**config.mk**
```make
export PLATFORM = sky130hd
export DESIGN_NAME = adj_key_ctrl
export DESIGN_NICKNAME = d
export VERILOG_FILES = /design/src/rtl/adj_key_ctrl.sv
export SDC_FILE = /design/constraint.sdc
export NUM_CORES = 1
export LEC_CHECK = 0
export CAP_MARGIN = 20
export CORE_ASPECT_RATIO = 1.2
export CORE_MARGIN = 5
export CORE_UTILIZATION = 40
export DETAILED_ROUTE_END_ITERATION = 10
export HOLD_SLACK_MARGIN = 0.02
export PLACE_DENSITY = 0.68
export SYNTH_ARGS = -nofsm -noshare
export SYNTH_HDL_FRONTEND = slang
export SYNTH_SLANG_ARGS = --single-unit
```
**constraint.sdc**
```tcl
create_clock -name CP50 -period 2 [get_ports CP50]
set_clock_uncertainty 0.2 [all_clocks]
set_input_delay 0.2 -clock CP50 [delete_from_list [all_inputs] [get_ports CP50]]
set_output_delay 0.2 -clock CP50 [all_outputs]
set_load 0.005 [all_outputs]
```
**src/rtl/adj_key_ctrl.sv**
```systemverilog
// Adjust-key front end: synchronizes, debounces and pulses the hour/minute keys.
// Build with AUTO_REPEAT_EN defined to get hold-to-repeat pulses.
module adj_key_ctrl #(
  parameter int DB_CYCLES   = 1_000_000,
  parameter int HOLD_CYCLES = 25_000_000,
  parameter int RATE_CYCLES = 5_000_000
) (
  input  logic CP50,
  input  logic nCR,
  input  logic KeyH_n,
  input  logic KeyM_n,
  output logic IncH,
  output logic IncM,
  output logic HeldH,
  output logic HeldM
);
  // state      | meaning
  // IDLE       | key released, waiting for a pressed sync level
  // PRESS_DB   | pressed level seen, counting stable pressed cycles
  // HELD       | press accepted, Held high, repeat timer running
  // RELEASE_DB | released level seen, counting stable released cycles

  localparam int MAX_CYCLES = (DB_CYCLES > HOLD_CYCLES)
                            ? ((DB_CYCLES > RATE_CYCLES) ? DB_CYCLES : RATE_CYCLES)
                            : ((HOLD_CYCLES > RATE_CYCLES) ? HOLD_CYCLES : RATE_CYCLES);
  localparam int CW = $clog2(MAX_CYCLES) + 1;
  localparam logic [CW-1:0] DB_TC = CW'(DB_CYCLES - 1);

  typedef enum logic [1:0] {IDLE, PRESS_DB, HELD, RELEASE_DB} state_t;

  logic [1:0] key_n;
  logic [1:0] inc;
  logic [1:0] held;

  assign key_n = {KeyM_n, KeyH_n};
  assign IncH  = inc[0];
  assign IncM  = inc[1];
  assign HeldH = held[0];
  assign HeldM = held[1];

  for (genvar c = 0; c < 2; c++) begin : g_ch
    state_t        state_q, state_d;
    logic          sync1, sync2;
    logic          pressed;
    logic [CW-1:0] db_cnt_q, db_cnt_d;
    logic          inc_q, inc_d;
    logic          held_q, held_d;

    // Synchronizer resets to the released level so a held key looks like a fresh press.
    always_ff @(posedge CP50 or negedge nCR) begin
      if (!nCR) begin
        sync1 <= 1'b1;
        sync2 <= 1'b1;
      end else begin
        sync1 <= key_n[c];
        sync2 <= sync1;
      end
    end

    assign pressed = ~sync2;

`ifdef AUTO_REPEAT_EN
    localparam logic [CW-1:0] HOLD_TC = CW'(HOLD_CYCLES - 1);
    localparam logic [CW-1:0] RATE_TC = CW'(RATE_CYCLES - 1);

    logic [CW-1:0] rpt_cnt_q, rpt_cnt_d;
    logic [CW-1:0] rpt_tc;
    logic          hold_tgt_q, hold_tgt_d;

    always_ff @(posedge CP50 or negedge nCR) begin
      if (!nCR) begin
        rpt_cnt_q  <= '0;
        hold_tgt_q <= 1'b1;
      end else begin
        rpt_cnt_q  <= rpt_cnt_d;
        hold_tgt_q <= hold_tgt_d;
      end
    end

    assign rpt_tc = hold_tgt_q ? HOLD_TC : RATE_TC;
`endif

    always_ff @(posedge CP50 or negedge nCR) begin
      if (!nCR) begin
        state_q  <= IDLE;
        db_cnt_q <= '0;
        inc_q    <= 1'b0;
        held_q   <= 1'b0;
      end else begin
        state_q  <= state_d;
        db_cnt_q <= db_cnt_d;
        inc_q    <= inc_d;
        held_q   <= held_d;
      end
    end

    always_comb begin
      state_d  = state_q;
      db_cnt_d = db_cnt_q;
      inc_d    = 1'b0;
      held_d   = held_q;
`ifdef AUTO_REPEAT_EN
      rpt_cnt_d  = rpt_cnt_q;
      hold_tgt_d = hold_tgt_q;
`endif
      case (state_q)
        IDLE: begin
          held_d = 1'b0;
          if (pressed) begin
            state_d  = PRESS_DB;
            db_cnt_d = '0;
          end
        end
        PRESS_DB: begin
          if (!pressed) begin
            state_d  = IDLE;
            db_cnt_d = '0;
          end else if (db_cnt_q == DB_TC) begin
            state_d  = HELD;
            db_cnt_d = '0;
            inc_d    = 1'b1;
            held_d   = 1'b1;
`ifdef AUTO_REPEAT_EN
            rpt_cnt_d  = '0;
            hold_tgt_d = 1'b1;
`endif
          end else begin
            db_cnt_d = db_cnt_q + 1'b1;
          end
        end
        HELD: begin
          // Release wins over a coincident repeat expiry.
          if (!pressed) begin
            state_d  = RELEASE_DB;
            db_cnt_d = '0;
          end
`ifdef AUTO_REPEAT_EN
          else if (rpt_cnt_q == rpt_tc) begin
            inc_d      = 1'b1;
            rpt_cnt_d  = '0;
            hold_tgt_d = 1'b0;
          end else begin
            rpt_cnt_d = rpt_cnt_q + 1'b1;
          end
`endif
        end
        RELEASE_DB: begin
          if (pressed) begin
            state_d  = HELD;
            db_cnt_d = '0;
`ifdef AUTO_REPEAT_EN
            rpt_cnt_d = '0;
`endif
          end else if (db_cnt_q == DB_TC) begin
            state_d  = IDLE;
            db_cnt_d = '0;
            held_d   = 1'b0;
          end else begin
            db_cnt_d = db_cnt_q + 1'b1;
          end
        end
        default: begin
          state_d  = IDLE;
          db_cnt_d = '0;
          held_d   = 1'b0;
        end
      endcase
    end

    assign inc[c]  = inc_q;
    assign held[c] = held_q;
  end

endmodule

```
# Yosys cells after proc, flatten, opt, wreduce, memory -nomap -nowiden
# Index checks and enable logic that the tools add are counted.
dict set report totals {
  ff_bits 64
  input_bits 4
  out_inout_bits 4
  word_cells 90
}
dict set report op_classes {
  addsub 2
  n_eq_ne 24
  muxes 42
  reduce_logical 10
}
# operator n
set ops {}
lappend ops {{$mux W26} 10}
lappend ops {{$pmux W26 S4} 2}
lappend ops {{$add A26 B1 Y26 const B} 2}
lappend ops {{$eq A26 B20 Y1 const B} 2}
lappend ops {{$mux W2} 12}
lappend ops {{$ne A2 B2 Y1 const B} 12}
lappend ops {{$pmux W2 S4} 2}
lappend ops {{$mux W1} 14}
lappend ops {{$ne A3 B3 Y1 const B} 4}
lappend ops {{$reduce_and A5 Y1} 2}
lappend ops {{$eq A2 B2 Y1 const B} 4}
lappend ops {{$reduce_and A4 Y1} 2}
lappend ops {{$pmux W1 S3} 2}
lappend ops {{$reduce_bool A3 Y1} 2}
lappend ops {{$eq A2 B1 Y1 const B} 2}
lappend ops {{$logic_not A2 Y1} 2}
lappend ops {{$reduce_and A2 Y1} 2}

# Logic depth before layout (Yosys ltp)
dict set report logic_depth {
  depth_word 4
  depth_mapped 9
  mapped_depth_nobuf 7
}

# Least setup slack after synthesis
# No wires, ideal clock.
dict set report synth_timing {
  path_type {reg-to-reg}
  startpoint {reg g_ch[1].db_cnt_q[0]}
  endpoint {reg g_ch[1].db_cnt_q[21]}
  setup_time_ns 0.126
  t_arrival_ns 1.892
  required_ns 1.674
  slack_ns -0.218
  stages_incl_launch_ff 8
  n_path_buf 1
  synth_period_minus_slack_ns 2.218
  path_cell_list {dfrtp_1 > ha_1 > nand3_2 > or4_4 > o21a_1 > buf_6 > and3_1 > a221o_1}
}
dict set report synth_via {
  elab_chain_len 4
  word_cells_on_any_way 6
  classes_between {1 x add/sub; 1 x eq/ne; 4 x mux}
}
# item line
set synth_rtl {}
lappend synth_rtl {{from (decl)} 45} ;# logic [CW-1:0] db_cnt_q, db_cnt_d;
lappend synth_rtl {{from (signal assigned)} 91} ;# db_cnt_q <= db_cnt_d;
lappend synth_rtl {{$add A26 B1 Y26 / $eq A26 B20 Y1 (equally long branches)} -}
lappend synth_rtl {{$mux W26 (*)} {118, 154}}
lappend synth_rtl {{$mux W26, on equally long branches} {148, 115}}
lappend synth_rtl {{$pmux W26 S4 (*)} 106} ;# case (state_q)
# Mark *: on every way between the ends. The rest lies on a longest branch, timed or not.
# A chain may end at the register's enable or synchronous reset.

# Worst setup path after layout
dict set report layout_timing {
  startpoint {reg g_ch[0].db_cnt_q[15]}
  endpoint {reg g_ch[0].db_cnt_q[9]}
}
dict set report layout_via {
  elab_chain_len 4
  word_cells_on_any_way 5
  classes_between {1 x eq/ne; 4 x mux}
}
# item line
set layout_rtl {}
lappend layout_rtl {{from (decl)} 45}
lappend layout_rtl {{from (signal assigned)} 91}
lappend layout_rtl {{$eq A26 B20 Y1 (*)} {118, 154}}
lappend layout_rtl {{$mux W26 (*)} {118, 154}}
lappend layout_rtl {{$mux W26, on equally long branches} {148, 115}}
lappend layout_rtl {{$pmux W26 S4 (*)} 106}
# Marks and branches as above.

==> results.sh <==
export IMPL_synth_seq_cells=64
export IMPL_yosysSeqAreaShare_pct=43.55
export IMPL_power_leakage_nw=2.400
export IMPL_yosys_area_share_xor_xnor_pct=0.4749
export IMPL_syn2layout_area_growth_pct=50.07
export IMPL_vias=3788
export IMPL_tightest_slew_ns=0.5667
export IMPL_synth_area_sq_um=3689
export IMPL_violations="negative setup slack"
export IMPL_busiest_layer="met2"
export IMPL_drv_cap=0
export IMPL_grtUsageMet1_pct=21.97
export IMPL_finalHoldViolations=0
export IMPL_crit_required_ns=2.05
export IMPL_clk_path_buf_depth=2
export IMPL_final_antenna_net_count=0
export IMPL_yosys_area_top_type="dfrtp_1"
export IMPL_synth_cells=395
export IMPL_routed_wl_um=11190
export IMPL_grt_met3_usage_pct=3.580
export IMPL_place_gp_congestion=0.9112
export IMPL_die_area_sq_um=11250
export IMPL_layout_commonest_cell="buf_4"
export IMPL_mostFrequentLayoutCells="buf_4, dfrtp_1, nand2_1, nor2_1, a31oi_1"
export IMPL_grt_max_degree=36
export IMPL_ctsHtreeMaxLevel=3
export IMPL_place_area_sq_um=4787
export IMPL_use_met2_pct=36.72
export IMPL_synthAdderAreaFrac_pct=2.035
export IMPL_dr_pass1_iters=4
export IMPL_multiInputGateArea_sq_um=2322
export IMPL_ir_drop_v=0.0007805
export IMPL_core_area_sq_um=9034
export IMPL_setup_viol=59
export IMPL_diodes=0
export IMPL_n_fill_cell=707
export IMPL_max_slew_margin_pct=62.08
export IMPL_grt_overflow=0
export IMPL_power_density_nw_per_um2=856.8
export IMPL_wl_per_cell_um=17.05
export IMPL_die_h_um=115.2
export IMPL_cts_buffers=9
export IMPL_rows=38
export IMPL_drc=0
export IMPL_synth_compound_gate_area_share_pct=20.76
export IMPL_synth_top_family_by_area="simple AND/OR/NAND/NOR gates"
export IMPL_muxShareOfSynthArea_pct=1.934
export IMPL_synth_top_cell_area_share_pct=40.71
export IMPL_period_needed_ns=2.266
export IMPL_async_flop_share_pct=100.0
export IMPL_hpwl_um=7228
export IMPL_avgSynthCellArea_sq_um=9.338
export IMPL_die_w_um=97.66
export IMPL_io_buffers=7
export IMPL_cts_root_buffer="clkbuf_8"
export IMPL_hp_class="in -> reg"
export IMPL_drv_slew=0
export IMPL_yosys_area_share_simple_pct=26.63
export IMPL_run_status="finished, violations left"
export IMPL_seqCellArea_sq_um=1607
export IMPL_synthFlopType="dfrtp_1"
export IMPL_synth_nets=405
export IMPL_worstSetupStartpointType="flop"
export IMPL_synth_cell_types=58
export IMPL_critPathCaptureType="flop"
export IMPL_cts_tree="yes"
export IMPL_pin_count=8
export IMPL_grtUsageTotal_pct=20.11
export IMPL_cp_max_fo=7
export IMPL_grt_pass1_vias=3982
export IMPL_cts_reportedPaths_clkPinSlew_ns=0.08
export IMPL_finalWorstSetupSlack_ns=-0.2657
export IMPL_clock_sinks=64
export IMPL_path_class="reg -> reg"
export IMPL_vias_per_cell=5.774
export IMPL_drt_iter0_markers=146
export IMPL_layout_nets=541
export IMPL_period_share_pct=113.3
export IMPL_yosysWarnings=0
export IMPL_finish_instance_area_sq_um=5535
export IMPL_cp_arrival_ns=2.32
export IMPL_start_util_pct=40.83
export IMPL_drive_above_1_share_pct=45.52
export IMPL_synth_edff_count=0
export IMPL_antenna_found_initial=0
export IMPL_max_freq_ghz=0.4414
export IMPL_grt_pass1_wl_um=18420
export IMPL_synth_area_leaders="dfrtp_1, nand2_1, a31oi_1"
export IMPL_power_mw=4.742
export IMPL_rsz0062_at_grt="yes"
export IMPL_clk_latency_ns=0.36
==> worst paths after layout <==
check	startpoint	endpoint	slack, ns	depth (start not counted)
min in group asynchronous	nCR	IncH$_DFF_PN0_	0.20	3
max in group asynchronous	nCR	g_ch[1].sync1$_DFF_PN1_	1.01	3
worst min-delay path	KeyH_n	g_ch[0].sync1$_DFF_PN1_	0.04	1
worst max-delay path	g_ch[0].db_cnt_q[15]$_DFFE_PN0P_	g_ch[0].db_cnt_q[9]$_DFFE_PN0P_	-0.27	7
worst max register to register	g_ch[0].db_cnt_q[15]$_DFFE_PN0P_	g_ch[0].db_cnt_q[9]$_DFFE_PN0P_	-0.27	7
worst min register to register	g_ch[0].sync1$_DFF_PN1_	g_ch[0].sync2$_DFF_PN1_	0.16	0
==> per-stage QoR <==
step                      hold slack, ns  worst slack [ns]  TNS (ns)  std cells  utilization [%]
after floorplan                  -0.2956           -0.1575    -3.696        395                -
after global placement           0.04587           -0.2563    -8.674        621            52.99
after detailed placement         0.05827           -0.2872    -10.79        621            52.99
after CTS                        0.02670           -0.2385    -9.107        650            58.82
after global routing             0.03775           -0.3766    -14.03        656            61.27
final                            0.03754           -0.2657    -9.637        656            61.27
==> sequential cells by signal, indices dropped and copies added, names as in the netlist, named ones only <==
signal / count
g_ch.db_cnt_q: 52
g_ch.state_q: 2
g_ch.sync1: 2
g_ch.sync2: 2
HeldH: 1
HeldM: 1
IncH: 1
IncM: 1
==> area by class of cell <==
type,instances,share of cell area [%]
multi-input cells,300,41.95
flip-flops and latches,64,29.02
repair buffers,143,21.88
well taps,120,2.712
clock buffers,9,2.238
clock inverters,7,1.311
inverters,13,0.8816
==> cells by family (layout without fill, tap and decap cells) <==
logic type / count (synthesis) / count (layout)
flops: 64 / 64
mux: 7 / 7
buf+inv: 32 / 172
xor+xnor: 2 / 2
compound gates: 112 / 113
fa+ha+maj: 6 / 6
simple gates: 172 / 172
==> cells in the mapped netlist, types with 3 or more instances <==
| library cell | number |
|---|---|
| a21o_1 | 4 |
| a21oi_1 | 20 |
| a21oi_2 | 3 |
| a221o_1 | 6 |
| a22o_1 | 6 |
| a31oi_1 | 21 |
| a41oi_1 | 5 |
| and3_1 | 12 |
| and4_1 | 4 |
| buf_2 | 4 |
| buf_6 | 5 |
| clkbuf_1 | 8 |
| dfrtp_1 | 60 |
| dfstp_2 | 4 |
| ha_1 | 6 |
| inv_1 | 13 |
| mux2i_1 | 6 |
| nand2_1 | 39 |
| nand2b_1 | 6 |
| nand3_1 | 22 |
| nand4_1 | 14 |
| nor2_1 | 25 |
| nor3_1 | 13 |
| nor4_1 | 13 |
| nor4_4 | 3 |
| o21ai_0 | 20 |
| o31ai_1 | 4 |
| or3_1 | 3 |
| or4_4 | 3 |
==> worst max-delay path, cell delays in order (launching register included) <==
cell	delay, ns
dfrtp_1	0.38
or4bb_4	0.57
nor4_4	0.32
buf_4	0.18
a21o_1	0.16
buf_6	0.16
nor3_4	0.04
a21o_1	0.16
==> where the power goes <==
part           internal, mW  leakage, nW  switching, mW
logic                 0.991         1.43           1.14
clock network         0.575       0.0952          0.583
registers              1.38        0.870         0.0770
==> per-layer routing <==
metal / wire (um) / share of wire (%) / vias to the layer above
li1: - / - / 1783
met1: 4431 / 40 / 1865
met2: 5984 / 53 / 99
met3: 364 / 3.3 / 41
met4: 407 / 3.6 / 0
met5: 0 / 0 / -
==> repair_timing <==
action / in CTS / in global routing
gates resized for setup: 55 / 41
pin swaps: 25 / 19
endpoints found under the setup margin: 58 / 60
gates cloned: 3 / 0
buffers inserted: 9 / 7
hold endpoints to repair: 62 / 0
hold buffers: 1 / 0
(Power assumes the default switching activity.)
